`config.mk`:
```
export PLATFORM = sky130hd
export DESIGN_NAME = spi_slave_param
export DESIGN_NICKNAME = d
export VERILOG_FILES = /design/src/rtl/shared_pkg.sv /design/src/rtl/spi_miso_serializer.sv /design/src/rtl/spi_slave_param.sv
export SDC_FILE = /design/constraint.sdc
export NUM_CORES = 1
export LEC_CHECK = 0
export BUFFER_PORTS_ARGS = -buffer_cell sky130_fd_sc_hd__clkbuf_2
export CORE_AREA = 3 3 66 68
export DETAILED_ROUTE_END_ITERATION = 8
export DIE_AREA = 0 0 69 71
export PLACE_DENSITY = 0.76
export SLEW_MARGIN = 20
export SYNTH_ARGS = -nofsm -noshare
export SYNTH_HDL_FRONTEND = slang
export SYNTH_HIERARCHICAL = 1
export SYNTH_SLANG_ARGS = --single-unit
```
`constraint.sdc`:
```
create_clock -name clk -period 2.3 [get_ports clk]
set_input_delay 0.23 -clock clk [delete_from_list [all_inputs] [get_ports clk]]
set_output_delay 0.23 -clock clk [all_outputs]
set_load 0.005 [all_outputs]
```
`src/rtl/shared_pkg.sv`:
```
// Shared types for the parametrised SPI slave: FSM state encoding and RAM command codes.
package shared_pkg;

    typedef enum logic [2:0] {
        IDLE      = 3'd0,
        CHK_CMD   = 3'd1,
        WRITE     = 3'd2,
        READ_ADD  = 3'd3,
        READ_DATA = 3'd4
    } spi_state_e;

    localparam logic [1:0] CMD_WR_ADDR = 2'b00;
    localparam logic [1:0] CMD_WR_DATA = 2'b01;
    localparam logic [1:0] CMD_RD_ADDR = 2'b10;
    localparam logic [1:0] CMD_RD_DATA = 2'b11;

endpackage

```
`src/rtl/spi_miso_serializer.sv`:
```
// MISO serializer: loads one RAM word and shifts it out MSB first, one bit per clock.
module spi_miso_serializer #(
    parameter int DATA_W = 8
) (
    input  logic              clk,
    input  logic              rst_n,
    input  logic              load,
    input  logic              clear,
    input  logic [DATA_W-1:0] data,
    output logic              MISO,
    output logic              busy,
    output logic              done
);

    localparam int CNT_W = (DATA_W > 1) ? $clog2(DATA_W) : 1;

    logic [DATA_W-1:0] sr;
    logic [CNT_W-1:0]  cnt;

    // done marks the cycle in which the final bit is on the line.
    assign done = busy && (cnt == '0);

    always_ff @(posedge clk or negedge rst_n) begin
        // NOTE: sequential state uses non-blocking assignments so every register samples pre-edge values.
        if (!rst_n) begin
            sr   <= '0;
            cnt  <= '0;
            busy <= 1'b0;
            MISO <= 1'b0;
        end else if (clear) begin
            sr   <= '0;
            cnt  <= '0;
            busy <= 1'b0;
            MISO <= 1'b0;
        end else if (load) begin
            MISO <= data[DATA_W-1];
            sr   <= {data[DATA_W-2:0], 1'b0};
            cnt  <= CNT_W'(DATA_W - 1);
            busy <= 1'b1;
        end else if (busy) begin
            if (cnt == '0) begin
                MISO <= 1'b0;
                busy <= 1'b0;
            end else begin
                MISO <= sr[DATA_W-1];
                sr   <= {sr[DATA_W-2:0], 1'b0};
                cnt  <= cnt - 1'b1;
            end
        end
    end

endmodule

```
`src/rtl/spi_slave_param.sv`:
```
// Parametrised SPI slave front-end: deserialises {cmd, payload} frames to the RAM and
// serialises RAM read data back on MISO, with frame-abort and optional tx-wait timeout reporting.
module spi_slave_param
    import shared_pkg::*;
#(
    parameter int DATA_W      = 8,
    parameter int TX_WAIT_MAX = 0
) (
    input  logic               clk,
    input  logic               rst_n,
    input  logic               SS_n,
    input  logic               MOSI,
    input  logic [DATA_W-1:0]  tx_data,
    input  logic               tx_valid,
    output logic               MISO,
    output logic [DATA_W+1:0]  rx_data,
    output logic               rx_valid,
    output logic               frame_err,
    output spi_state_e         cs
);

    localparam int RX_W   = DATA_W + 2;
    localparam int CNT_W  = $clog2(RX_W + 1);
    localparam int WAIT_W = (TX_WAIT_MAX > 1) ? $clog2(TX_WAIT_MAX) : 1;

    localparam logic [CNT_W-1:0]  RX_LAST   = CNT_W'(RX_W - 1);
    localparam logic [CNT_W-1:0]  RX_FULL   = CNT_W'(RX_W);
    localparam logic [WAIT_W-1:0] WAIT_LAST = (TX_WAIT_MAX > 0) ? WAIT_W'(TX_WAIT_MAX - 1) : '0;

    spi_state_e        ns;
    logic [RX_W-2:0]   sr;
    logic [CNT_W-1:0]  bit_cnt;
    logic [WAIT_W-1:0] wait_cnt;
    logic              rd_addr_seen;
    logic              captured;
    logic              tx_done;
    logic              timed_out;
    logic              ser_busy;
    logic              ser_done;

    logic receiving, abort, rx_done, waiting, load, incomplete;

    assign receiving  = (cs == WRITE) || (cs == READ_ADD) || (cs == READ_DATA);
    assign abort      = (cs != IDLE) && SS_n;
    assign rx_done    = (bit_cnt == RX_FULL);
    assign waiting    = (cs == READ_DATA) && rx_done && !captured && !timed_out && !SS_n && !ser_busy;
    assign load       = waiting && tx_valid;
    assign incomplete = !rx_done || ((cs == READ_DATA) && !tx_done);

    always_ff @(posedge clk or negedge rst_n) begin
        if (!rst_n) cs <= IDLE;
        else        cs <= ns;
    end

    always_comb begin
        // NOTE: next state defaults to the current state first, so no path can infer a latch.
        ns = cs;
        case (cs)
            IDLE:    if (!SS_n) ns = CHK_CMD;
            CHK_CMD: begin
                if (SS_n)              ns = IDLE;
                else if (!MOSI)        ns = WRITE;
                else if (rd_addr_seen) ns = READ_DATA;
                else                   ns = READ_ADD;
            end
            WRITE, READ_ADD, READ_DATA: if (SS_n) ns = IDLE;
            default: ns = IDLE;
        endcase
    end

    always_ff @(posedge clk or negedge rst_n) begin
        if (!rst_n) begin
            sr           <= '0;
            bit_cnt      <= '0;
            wait_cnt     <= '0;
            rx_data      <= '0;
            rx_valid     <= 1'b0;
            frame_err    <= 1'b0;
            rd_addr_seen <= 1'b0;
            captured     <= 1'b0;
            tx_done      <= 1'b0;
            timed_out    <= 1'b0;
        end else begin
            rx_valid  <= 1'b0;
            frame_err <= 1'b0;
            if (abort) begin
                // A timeout was already reported, so the closing deselect stays silent.
                frame_err <= incomplete && !timed_out;
                sr        <= '0;
                bit_cnt   <= '0;
                wait_cnt  <= '0;
                captured  <= 1'b0;
                tx_done   <= 1'b0;
                timed_out <= 1'b0;
            end else begin
                if (receiving && !rx_done) begin
                    sr      <= {sr[RX_W-3:0], MOSI};
                    bit_cnt <= bit_cnt + 1'b1;
                    if (bit_cnt == RX_LAST) begin
                        rx_data  <= {sr, MOSI};
                        rx_valid <= 1'b1;
                        if (cs == READ_ADD) rd_addr_seen <= 1'b1;
                    end
                end
                if (load) captured <= 1'b1;
                if (ser_done) begin
                    tx_done      <= 1'b1;
                    rd_addr_seen <= 1'b0;
                end
                if ((TX_WAIT_MAX > 0) && waiting && !tx_valid) begin
                    if (wait_cnt == WAIT_LAST) begin
                        frame_err <= 1'b1;
                        timed_out <= 1'b1;
                    end else begin
                        wait_cnt <= wait_cnt + 1'b1;
                    end
                end
            end
        end
    end

    spi_miso_serializer #(.DATA_W(DATA_W)) u_ser (
        .clk   (clk),
        .rst_n (rst_n),
        .load  (load),
        .clear (abort),
        .data  (tx_data),
        .MISO  (MISO),
        .busy  (ser_busy),
        .done  (ser_done)
    );

endmodule

```
==> metrics <==
most frequent cells in the layout dfrtp_1 (43), nor2_1 (33), clkbuf_2 (28); WP data arrival 2290 ps; per-cell routed wire length 14.2 um; min Tclk post-route 2100 ps; period utilisation layout 91.4%; synthesized instance count 183; All-Layer GR Usage 17.1%; grt ovf 0; Syn-to-layout area delta 15.3%; power density over cell area 663 nW/um2; final WL 3810 um; Slew HR 68.9%; TNS Setup 0 ps; Post-layout nets 235; initial antenna violation count 0; Synth top area share 50.7%; first-pass GRT wire length 6810 um; Required @ worst endpoint 2490 ps; Port Buffers 28; share of cells above drive strength 1 34.9%; full die area 4900 um2; Mapped Nets 201; CP Launch Type flip-flop; run status finished clean; Crit. End Element flip-flop; Synth Cell Area 2120 um2; setup violators final 0; clock latency on the worst-skew pair 300 ps; Peak VDD IR 0.606 mV; Worst Skew 4.12 ps; Least-Margin Pin Slew 467 ps; DRC 0; Yosys reg bits 43; area leader, netlist dfrtp_1; Die W 69 um; CP Class flip-flop to flip-flop; sequential share of the synthesized area 50.7%; GPL Wtd Cong 0.777; largest net degree at the start of global routing 29; LEAKAGE 1.20 nW; post-DP HPWL 2620 um; Worst Setup SP bit_cnt[0]; number of vias per cell 5.44; post-route ant nets 0; CTS tree done; vias in the first global route 1416; synth unique cells 44; reg2reg start bit_cnt[0]; top cells by area, synth dfrtp_1 (51%), nor2_1 (5.8%), mux2_4 (5.7%); Root Buffer Master clkbuf_8; Slew Limit Fails 0; Initial Util 54.2%; commonest non-fill, non-tap cell in the layout dfrtp_1; achievable frequency 476 MHz; Syn. warnings 6; CTS HTree Levels 2; Clock Pin Slew Worst Setup and Hold Paths 80 ps; maximum clock insertion buffer count 2; num ports 29; total power 1.62 mW; clock sinks 43; row cnt 23; class of the worst hold path input port to flip-flop; Setup Buffers After CTS 0; DR vias 1459; CTS Buf Count 5; Die Height 71 um; Ant. Diodes 0; RSZ-0062 raised after global routing no; drt pass-1 iters 4; Initial DRC Count 61; CORE AREA 3910 um2; Avg Cell Area, Syn 11.6 um2; Crit Path Max Fanout 13; Max-Cap Viols 0; Hold Fails Final Rpt 0; Hold Startpoint tx_data[0]
==> path summary, 6_finish.rpt <==
path | slack [ps] | end | depth (start not counted)
worst max-delay path | 200 | u_ser/sr[2] | 9
worst min-delay path | 160 | u_ser/sr[1] | 3
worst max register to register | 200 | u_ser/sr[2] | 9
worst min register to register | 510 | captured | 2
max in group asynchronous | 1190 | u_ser/sr[2] | 3
min in group asynchronous | 410 | cs[0] | 2
==> critical path, cell delays in order, from the launching register on <==
cell and delay (ps):
dfrtp_1 410, inv_1 100, ha_1 170, and3b_2 250, nand4_1 110, nor2_1 110, buf_4 210, inv_1 130
and4_1 200, a2111oi_2 310
==> power by group <==
group          internal, mW  leakage [nW]  switching, mW  total, mW
Combinational        0.0873         0.552         0.0998      0.187
Clock                 0.351        0.0612          0.246      0.597
Sequential            0.798         0.590         0.0408      0.838
==> layer usage <==
layer | up-vias | track usage (%) | wire (um)
li1 | 700 | - | -
met1 | 727 | 25.5 | 1880
met2 | 27 | 24.4 | 1720
met3 | 5 | 4.55 | 163
met4 | 0 | 5.86 | 52
met5 | - | 0 | 0
==> area by class of cell <==
cell class	instances	area, um2
Multi-Input combinational cell	120	938
Clock inverter	2	35.0
Inverter	9	33.8
Timing Repair Buffer	38	218
Sequential cell	43	1080
Tap cell	50	62.6
Fill cell	325	1470
Clock buffer	6	82.6
==> cell usage after synthesis (all sizes together) <==
master,n
a31oi,1
nor3,3
dfrtp,43
and4,1
a211o,2
and3,1
inv,9
xnor2,1
mux2,11
mux2i,11
a311oi,1
and2b,1
a41oi,1
nand3b,2
and2,1
a21oi,7
or2,1
a2111oi,7
nor2,35
o211ai,1
and3b,1
a211oi,5
a21boi,3
xor2,2
or3b,1
ha,5
or2b,1
o31a,1
nand3,3
nor3b,1
buf,11
nand2,5
o21ai,2
nand2b,1
nand4,1
==> cells by family after synthesis <==
| group | count (synthesis) | share of synthesized area (%) |
|---|---|---|
| AOI/OAI and AO/OA | 31 | 13.5 |
| DFF | 43 | 50.7 |
| adders and majority gates | 5 | 2.95 |
| buffers and inverters | 20 | 5.07 |
| xor gates and xnor gates | 3 | 1.24 |
| and+or+nand+nor | 59 | 14.0 |
| muxes | 22 | 12.4 |
==> registers in the layout, indices dropped and copies added (netlist names), 3 cells and up <==
register / flops
u_ser/cnt: 3
sr: 9
cs: 3
rx_data: 10
u_ser/sr: 7
bit_cnt: 4
==> per-stage QoR <==
step / hold WS (ps) / setup WS, ps / std cells / utilization [%] / instance area [um2]
floorplan: -65.6 / 370 / 183 / - / 2120
global placement: 203 / 276 / 259 / 59.2 / 2320
detailed placement: 209 / 190 / 259 / 59.2 / 2320
CTS: 145 / 154 / 268 / 62.5 / 2440
global route: 164 / 21.7 / 268 / 62.5 / 2450
finish: 157 / 198 / 268 / 62.5 / 2450
==> timing repair <==
item / 4_1_cts / 5_1_grt
gates resized for setup: 0 / 1
hold buffers: 1 / 0
endpoints found under the hold margin: 16 / 0
endpoints found under the setup margin: 0 / 1
No activity file was read; power rests on OpenSTA's default activity.
